File: config.mk
export PLATFORM = sky130hd
export DESIGN_NAME = nufb_tap_buffer
export DESIGN_NICKNAME = d
export VERILOG_FILES = /design/src/rtl/nufb_pkg.sv /design/src/rtl/nufb_phase_ctr.sv /design/src/rtl/nufb_tap_buffer.sv
export SDC_FILE = /design/constraint.sdc
export NUM_CORES = 2
export LEC_CHECK = 0
export ABC_AREA = 0
export CORE_ASPECT_RATIO = 1.25
export CORE_MARGIN = 3
export CORE_UTILIZATION = 40
export DETAILED_ROUTE_END_ITERATION = 8
export GPL_ROUTABILITY_DRIVEN = 0
export PLACE_DENSITY_LB_ADDON = 0.2
export SYNTH_ARGS = -nofsm -noshare
export SYNTH_HDL_FRONTEND = slang
export SYNTH_SLANG_ARGS = --single-unit
File: constraint.sdc
create_clock -name clk_en -period 8.3 [get_ports clk_en]
set_input_delay 1.245 -clock clk_en [delete_from_list [all_inputs] [get_ports clk_en]]
set_output_delay 1.245 -clock clk_en [all_outputs]
set_load 0.05 [all_outputs]
File: src/rtl/nufb_pkg.sv
// Shared types, default sizes and pointer helpers for the non-uniform filterbank.
package nufb_pkg;

    typedef logic signed [13:0] sample_t;

    localparam int NUFB_DEPTH  = 119;
    localparam int NUFB_PHASES = 60;

    // Advance a circular-buffer pointer by one slot, wrapping at depth.
    function automatic int nufb_ptr_inc(input int ptr, input int depth);
        return (ptr == depth - 1) ? 0 : ptr + 1;
    endfunction

    // Slot holding tap k (0 = newest) given the next write slot.
    // Computes (wr_ptr-1-k) mod depth with one conditional subtract, no divider.
    // Caller guarantees k < depth and wr_ptr < depth.
    function automatic int nufb_tap_addr(input int wr_ptr, input int k, input int depth);
        int s;
        s = wr_ptr + depth - 1 - k;
        return (s >= depth) ? s - depth : s;
    endfunction

endpackage

File: src/rtl/nufb_phase_ctr.sv
// Phase counter that sequences the serial MAC filters; frame_strobe marks the last phase.
module nufb_phase_ctr
    import nufb_pkg::*;
#(
    parameter  int PHASES = NUFB_PHASES,
    localparam int PH_W   = $clog2(PHASES)
) (
    input  logic            clk_en,
    input  logic            reset,
    input  logic            enable,
    output logic [PH_W-1:0] phase,
    output logic            frame_strobe
);

    localparam logic [PH_W-1:0] LAST = PH_W'(PHASES - 1);

    // Count 0..PHASES-1 while enabled, hold otherwise.
    always_ff @(posedge clk_en) begin
        if (reset)
            phase <= '0;
        else if (enable)
            phase <= (phase == LAST) ? '0 : phase + PH_W'(1);
    end

    assign frame_strobe = (phase == LAST);

endmodule

File: src/rtl/nufb_tap_buffer.sv
// Sample delay line with one-entry input holding register, commit sequencing
// and a registered symmetric tap-pair read port for linear-phase folding.
module nufb_tap_buffer
    import nufb_pkg::*;
#(
    parameter  int DATA_W = $bits(sample_t),
    parameter  int DEPTH  = NUFB_DEPTH,
    parameter  int PHASES = NUFB_PHASES,
    localparam int PH_W   = $clog2(PHASES),
    localparam int TAP_W  = $clog2(DEPTH),
    localparam int CNT_W  = $clog2(DEPTH + 1)
) (
    input  logic              clk_en,
    input  logic              reset,
    input  logic              enable,
    input  logic [DATA_W-1:0] in_data,
    input  logic              in_valid,
    output logic              in_ready,
    output logic [PH_W-1:0]   phase,
    output logic              frame_strobe,
    input  logic              rd_en,
    input  logic [TAP_W-1:0]  rd_tap,
    output logic [DATA_W-1:0] rd_data_a,
    output logic [DATA_W-1:0] rd_data_b,
    output logic              rd_valid,
    output logic              rd_err,
    output logic              primed,
    output logic              underrun,
    input  logic              clr_err
);

    // Storage is deliberately unreset; fill masks never-written slots.
    logic [DATA_W-1:0] mem [DEPTH];

    logic [TAP_W-1:0]  wr_ptr;
    logic [CNT_W-1:0]  fill;
    logic              hold_full;
    logic [DATA_W-1:0] hold_data;

    logic              commit;
    logic              accept;
    logic              new_underrun;
    logic [DATA_W-1:0] wr_data;

    logic              tap_ok;
    logic [TAP_W-1:0]  tap_b;
    logic [TAP_W-1:0]  addr_a;
    logic [TAP_W-1:0]  addr_b;
    logic              a_live;
    logic              b_live;

    nufb_phase_ctr #(.PHASES(PHASES)) u_phase_ctr (
        .clk_en       (clk_en),
        .reset        (reset),
        .enable       (enable),
        .phase        (phase),
        .frame_strobe (frame_strobe)
    );

    assign commit   = frame_strobe & enable;
    assign in_ready = ~hold_full | commit;
    assign accept   = in_valid & in_ready;
    assign primed   = (fill == CNT_W'(DEPTH));

    // Commit source priority: held sample, then bypassed input, else zero + underrun.
    always_comb begin
        wr_data      = '0;
        new_underrun = 1'b0;
        if (hold_full)
            wr_data = hold_data;
        else if (in_valid)
            wr_data = in_data;
        else
            new_underrun = commit;
    end

    // Holding register: refills on commit if it was full, loads on off-commit accepts.
    always_ff @(posedge clk_en) begin
        if (reset) begin
            hold_full <= 1'b0;
            hold_data <= '0;
        end else if (commit) begin
            if (hold_full) begin
                hold_full <= in_valid;
                if (in_valid)
                    hold_data <= in_data;
            end
        end else if (accept) begin
            hold_full <= 1'b1;
            hold_data <= in_data;
        end
    end

    // Write pointer and saturating fill count advance once per commit.
    always_ff @(posedge clk_en) begin
        if (reset) begin
            wr_ptr <= '0;
            fill   <= '0;
        end else if (commit) begin
            wr_ptr <= TAP_W'(nufb_ptr_inc(int'(wr_ptr), DEPTH));
            if (fill != CNT_W'(DEPTH))
                fill <= fill + CNT_W'(1);
        end
    end

    // Sticky underrun; a fresh underrun beats a same-cycle clear.
    always_ff @(posedge clk_en) begin
        if (reset)
            underrun <= 1'b0;
        else if (new_underrun)
            underrun <= 1'b1;
        else if (clr_err)
            underrun <= 1'b0;
    end

    // Sample memory write; reads in the same cycle still see the old contents.
    always_ff @(posedge clk_en) begin
        if (commit && !reset)
            mem[wr_ptr] <= wr_data;
    end

    // Tap pair address decode; out-of-range taps are parked at slot 0 and masked.
    always_comb begin
        tap_ok = (CNT_W'(rd_tap) < CNT_W'(DEPTH));
        tap_b  = TAP_W'(DEPTH - 1) - rd_tap;
        addr_a = '0;
        addr_b = '0;
        if (tap_ok) begin
            addr_a = TAP_W'(nufb_tap_addr(int'(wr_ptr), int'(rd_tap), DEPTH));
            addr_b = TAP_W'(nufb_tap_addr(int'(wr_ptr), int'(tap_b), DEPTH));
        end
        a_live = tap_ok && (CNT_W'(rd_tap) < fill);
        b_live = tap_ok && (CNT_W'(tap_b) < fill);
    end

    // Registered read port: one request per cycle, one cycle latency.
    always_ff @(posedge clk_en) begin
        if (reset) begin
            rd_valid  <= 1'b0;
            rd_err    <= 1'b0;
            rd_data_a <= '0;
            rd_data_b <= '0;
        end else begin
            rd_valid  <= rd_en;
            rd_err    <= rd_en & ~tap_ok;
            rd_data_a <= (rd_en && a_live) ? mem[addr_a] : '0;
            rd_data_b <= (rd_en && b_live) ? mem[addr_b] : '0;
        end
    end

endmodule

; Yosys cells after proc, flatten, opt, wreduce, memory -nomap -nowiden
; Memories as Yosys holds them, arrays and structs flattened. A register that Yosys moved wholly into a read port is not among the register bits.
; Index checks and enable logic that the tools add are counted.
[word_totals]
rom_bits = 0
inputBits = 27
n_memories = 1
out_inout_bits = 40
word_cells = 71
latchBits = 0
regBits = 38
ramBits = 1666
[memory_table]
columns = memory, depth, word_bits, rd, rd_ports_with_merged_regs, wr, line
row1 = mem, 119, 14, 2, 2, 1, nufb_tap_buffer.sv:33  ; logic [DATA_W-1:0] mem [DEPTH];
[classes]
addsub = 10
magnitude_cmp = 5
n_reduce_logical = 12
n_shift = 0
n_div = 0
muxes = 21
n_eq_ne = 6
bitwise_logic = 8
n_mul = 0
[op_table]
columns = op, count
row1 = 14-bit 2-to-1 mux, 6
row2 = 7-bit 2-to-1 mux, 5
row3 = "10-bit by 8-bit greater-or-equal comparator with 1-bit output, second input constant", 2
row4 = 9-bit by 8-bit subtractor with 10-bit output, 2
row5 = "7-bit by 1-bit adder with 7-bit output, second input constant", 2
row6 = 7-bit < comparator, 2
row7 = "7-bit by 5-bit subtractor with 7-bit output, second input constant", 2
row8 = 1-bit 2-to-1 mux, 9
row9 = "8-bit by 1-bit subtractor with 9-bit output, second input constant", 1
row10 = "7-bit by 7-bit adder with 8-bit output, second input constant", 1
row11 = "7-bit by 5-bit equality test with 1-bit output, second input constant", 1
row12 = "7-bit equality test, second input constant", 1
row13 = "7-bit < comparator, second input constant", 1
row14 = "7-bit inequality test, second input constant", 1
row15 = "7-bit subtractor, first input constant", 1
row16 = "6-bit by 1-bit adder with 6-bit output, second input constant", 1
row17 = "6-bit equality test, second input constant", 1
row18 = 6-bit 2-to-1 mux, 1
row19 = 1-bit logical AND, 5
row20 = "2-bit inequality test, second input constant", 2
row21 = 1-bit NOT, 4
row22 = 2-bit nonzero test, 2
row23 = 2-bit OR reduction, 2
row24 = 1-bit AND, 3
row25 = 4 further kinds, 4

; Logic depth before layout (Yosys ltp)
[depth]
ltp_word = 6
ltp_mapped = 25
ltp_nobuf = 19

; By module
; Synthesis repeated with hierarchy kept, for this count alone.
[unflattened]
hier_cells = 8137
area_unflattened_um2 = 84368.4
[modules_own_cells]
columns = mod, cells_per_inst, area_each_um2, instances, seq_area_each_um2
row1 = nufb_tap_buffer, 8103, 84061.9, 1, 51229.1
row2 = nufb_phase_ctr, 34, 306.5, 1, 120.1

; Least setup slack after synthesis
; OpenSTA, ideal clock, no wires.
[synth_timing]
kind = input to register
start = input in_valid
end = memory mem[0][10] in the netlist's numbering, data pin
cell_stages = 4
t_arrival_ns = 6.491
path_buffers = 2
slack_ns = 0.682
setup_time_ns = 1.127
t_required_ns = 7.173
path_cell_list = clkbuf_1 clkbuf_1 nand2_1 o21ai_0
[synth_via]
elab_chain_cells = 2
[synth_rtl]
columns = element, line
row1 = start: declaration, nufb_tap_buffer.sv:17  ; input logic in_valid,
row2 = 14-bit 2-to-1 mux, nufb_tap_buffer.sv:71  ; else if (in_valid)
row3 = 14-bit 2-to-1 mux, nufb_tap_buffer.sv:69  ; if (hold_full)
row4 = via wr_data[10], nufb_tap_buffer.sv:43  ; logic [DATA_W-1:0] wr_data;
row5 = end: declaration, nufb_tap_buffer.sv:33
; The timed path passes the listed nets, and every way through them passes these cells.

; Worst setup path in the final report
[layout_timing]
start = input rd_tap[0]
end = register rd_data_b[7] (read register of mem)
[layout_via]
elab_chain_cells = 6
[layout_rtl]
columns = element, line
row1 = start: declaration, nufb_tap_buffer.sv:22  ; input logic [TAP_W-1:0] rd_tap,
row2 = branches (longest 6 deep; another with 9-bit by 8-bit subtractor with 10-bit output), --
row3 = end: declaration, nufb_tap_buffer.sv:24  ; output logic [DATA_W-1:0] rd_data_b,
; Parallel ways; which one is timed is not known.
; A chain may end at the register's enable or synchronous reset.

==> results.toml <==
[power]
p_leak_uw = 0.0343
power_per_cell_area_nw_per_um2 = 256
ir_drop_mv = 0.165
totalPowerFinal_uw = 24900

[hold_path]
min-delay-path-class = "reg -> reg"

[sta]
fin_worst_skew_ns = 0.0709
min_period_ns = 7.75
worstMarginPinSlew_ns = 1.30
tns_ns = 0
slew_headroom_pct = 13.3
drv_slew = 0
hold_violations = 0
period_share_pct = 93.3
fmax_mhz = 129
rsz0062_at_grt = "no"
whs_ns = 0.494
finalSetupViolCount = 0

[die]
pin_count = 67
core_area_um2 = 211000
die-area_um2 = 218000
die_y_um = 521
die_x_um = 418
start_util_pct = 40.4
rows = 188

[grt]
grt_pass1_vias = 67748
grt_usage_pct = 32.5
grt_pass1_wl_um = 508000
grtUsageMet1_pct = 38.6
use_met2_pct = 49.8
grt_max_degree = 116
grt_overflow_total = 0
antenna_found_initial = 20
met3_usage_pct = 7.18
top_usage_layer = "met2"

[job]
cap_violations = 0

[clocking]
clock_path_buffers = 4
root_buffer = "clkbuf_16"
cts_resized = 0
clk_latency_ns = 0.89
post_cts_buffers = 0
cts_sinks = 1732
ctsHoldBuffers = 0
cts_inserted_buffers = 186
htree_levels = 4
clk_pin_slew_ns = 0.06
cts_tree = "yes"

[placed_design]
dp.cells = 10693
portBuffers = 66
dp_hpwl_um = 240000

[route]
drtIter0Drc = 10035
vias = 70979
wl_per_cell_um = 33.1
ant_nets = 0
drt_wl_total_um = 365000
via_per_inst = 6.43
drc = 0
drtPass1Iterations = 9

[worst_setup_path]
crit_fanout = 26
arrival_ns = 8.55
cpPeakStageDelay_ns = 0.59
worstSetupEndpointType = "register"
critPathBufInv = 6
critPathTopFamily = "compound AO/OA/AOI/OAI gates"
cp_slowest_cell = "clkdlybuf4s50_1"
crit_type = "in -> reg"
required_ns = 9.10
path_cells = "clkdlybuf4s50_1, ha_1, a21oi_1, xnor2_1, inv_1, ha_1, nand2_1, o21ai_0, o32a_1, a311oi_1, a2111oi_2, a31o_2, mux2i_4, buf_4, buf_4, buf_4, mux2i_1, a32o_1, a2111oi_0, buf_4, a41oi_1, o2111ai_1, nand3_1, nor2_1"
cpMostUsedCell = "buf_4"
cp-start-kind = "input port"

[finish]
nFillCells = 19010
layout.nets = 8190
fin_cells = 11034
layout-drive-gt1-share_pct = 11.8
utilization_pct = 46.2
regArea_um2 = 51400
synthToLayoutAreaGrowth_pct = 14.4
multi_input_area_um2 = 31000

[yosys]
yosys_warnings = 0
syn_area_um2 = 85000
seq_area_frac_synth_pct = 60.4
ys_types = 87
syn_area_per_cell_um2 = 10.7
ys_ff_latch = 1732
synth_edf_count = 1666
ys_async_sr_fraction_pct = 0
syn_inst = 7960
synthFlopType = "edfxtp_1"
syn_nets = 8024

[outcome]
status = "complete, no violations"
-- cells by family (layout without fill, tap and decap cells) --
family                     count (synthesis)  count (layout)  synth area share (%)
xor gates and xnor gates                  41              41                 0.464
AOI/OAI and AO/OA                       1391            1391                  10.9
DFF                                     1732            1732                  60.4
adders and majority gates                 40              40                 0.599
muxes                                    300             300                  4.76
other                                      0              11                     0
buffers and inverters                    651             959                  3.64
and+or+nand+nor                         3805            3805                  19.2
-- worst paths after layout --
path | startpoint | endpoint | slack (ns) | cells past startpoint
max | rd_tap[0] | rd_data_b[7]$_SDFF_PP0_ | 0.55 | 24
min | hold_data[12]$_SDFFE_PP0P_ | hold_data[12]$_SDFFE_PP0P_ | 0.49 | 2
max reg2reg | wr_ptr[1]$_SDFFE_PP0P_ | rd_data_a[1]$_SDFF_PP0_ | 0.79 | 20
min reg2reg | hold_data[12]$_SDFFE_PP0P_ | hold_data[12]$_SDFFE_PP0P_ | 0.49 | 2
-- layout by cell type, fill, tap and decap left out, types with 86 or more instances in the layout --
master and n:
nand2_1 2352, edfxtp_1 1666, nand3_1 720, buf_4 471, a21oi_1 344, a31oi_1 290, nor2_1 265, and3_1 214
mux2i_1 193, clkbuf_16 188, a211oi_1 152, o21ai_0 103, a311oi_1 86
-- layer usage --
metal,vias to the layer above,routed length (µm)
met1,35076,127000
li1,29825,-
met4,14,39600
met5,-,93
met3,1311,37100
met2,4753,161000
-- metrics by stage --
stage          instance area [µm²]  setup WS (ns)
4_1_cts                      97200          0.856
3_3_place_gp                 91200         0.0127
3_5_place_dp                 91200        -0.0358
2_1_floorplan                85000          0.682
5_1_grt                      97200          0.368
6_report                     97200          0.553
-- cells in the mapped netlist (7+ instances only) --
| library cell | number | area, µm² |
|---|---|---|
| buf_4 | 63 | 473 |
| a32oi_1 | 27 | 236 |
| mux2_2 | 17 | 191 |
| a221oi_1 | 42 | 368 |
| buf_6 | 8 | 90.1 |
| a211oi_1 | 152 | 1140 |
| o211ai_1 | 30 | 225 |
| or3_1 | 7 | 43.8 |
| nor3_1 | 65 | 325 |
| a32o_1 | 9 | 90.1 |
| nand2_1 | 2354 | 8840 |
| o31ai_1 | 8 | 60.1 |
| a311oi_1 | 87 | 762 |
| nor4_1 | 23 | 144 |
| nand3_1 | 722 | 3610 |
| nand4_1 | 77 | 482 |
| nor2_1 | 271 | 1020 |
| dfxtp_1 | 66 | 1320 |
| inv_1 | 33 | 124 |
| o2111ai_1 | 30 | 263 |
| a21o_1 | 17 | 128 |
| and3_1 | 216 | 1350 |
| nor2b_1 | 12 | 75.1 |
| o41ai_1 | 11 | 96.3 |
| mux2i_1 | 200 | 2000 |
| buf_1 | 50 | 188 |
| a41oi_1 | 9 | 78.8 |
| o221ai_1 | 27 | 236 |
| a31oi_1 | 290 | 1810 |
| xor2_1 | 12 | 105 |
| nand2b_1 | 14 | 87.6 |
| mux4_2 | 80 | 1800 |
| and2_1 | 9 | 56.3 |
| o21ai_0 | 119 | 596 |
| a2111oi_0 | 28 | 245 |
| edfxtp_1 | 1666 | 50000 |
| a21oi_1 | 345 | 1730 |
| buf_2 | 285 | 1430 |
| xnor2_1 | 26 | 228 |
| a22oi_1 | 68 | 510 |
| o22ai_1 | 43 | 269 |
| or2_2 | 18 | 113 |
| clkbuf_1 | 211 | 792 |
| ha_1 | 35 | 438 |
-- registers in the layout, summed over array words and instances, names as in the netlist --
register and flops:
rd_data_b 14, rd_err 1, rd_valid 1, u_phase_ctr.phase 6
wr_ptr 7, mem 1666, underrun 1, hold_data 14
fill 7, rd_data_a 14, hold_full 1
-- report_power, final --
part           leakage (µW)  switching (µW)  internal (µW)
clock               0.00288            3590           4770
combinational        0.0164            4970           1870
sequential           0.0149            32.2           9650
-- area by class of cell --
type,instances,share of cell area (%)
antenna,11,0.0283
clock buffer,239,5.10
clock inverter,91,0.985
inverter,34,0.131
multi-input combinational,5577,31.9
sequential,1732,52.8
tap,2755,3.55
timing repair buffer,595,5.51
-- tightest hold or removal path, stage by stage, from the launching register on --
cell,delay [ns]
dfxtp_1,0.33
mux2i_1,0.07
nor2_1,0.07
Note: power is estimated with default switching activity, not from simulation.
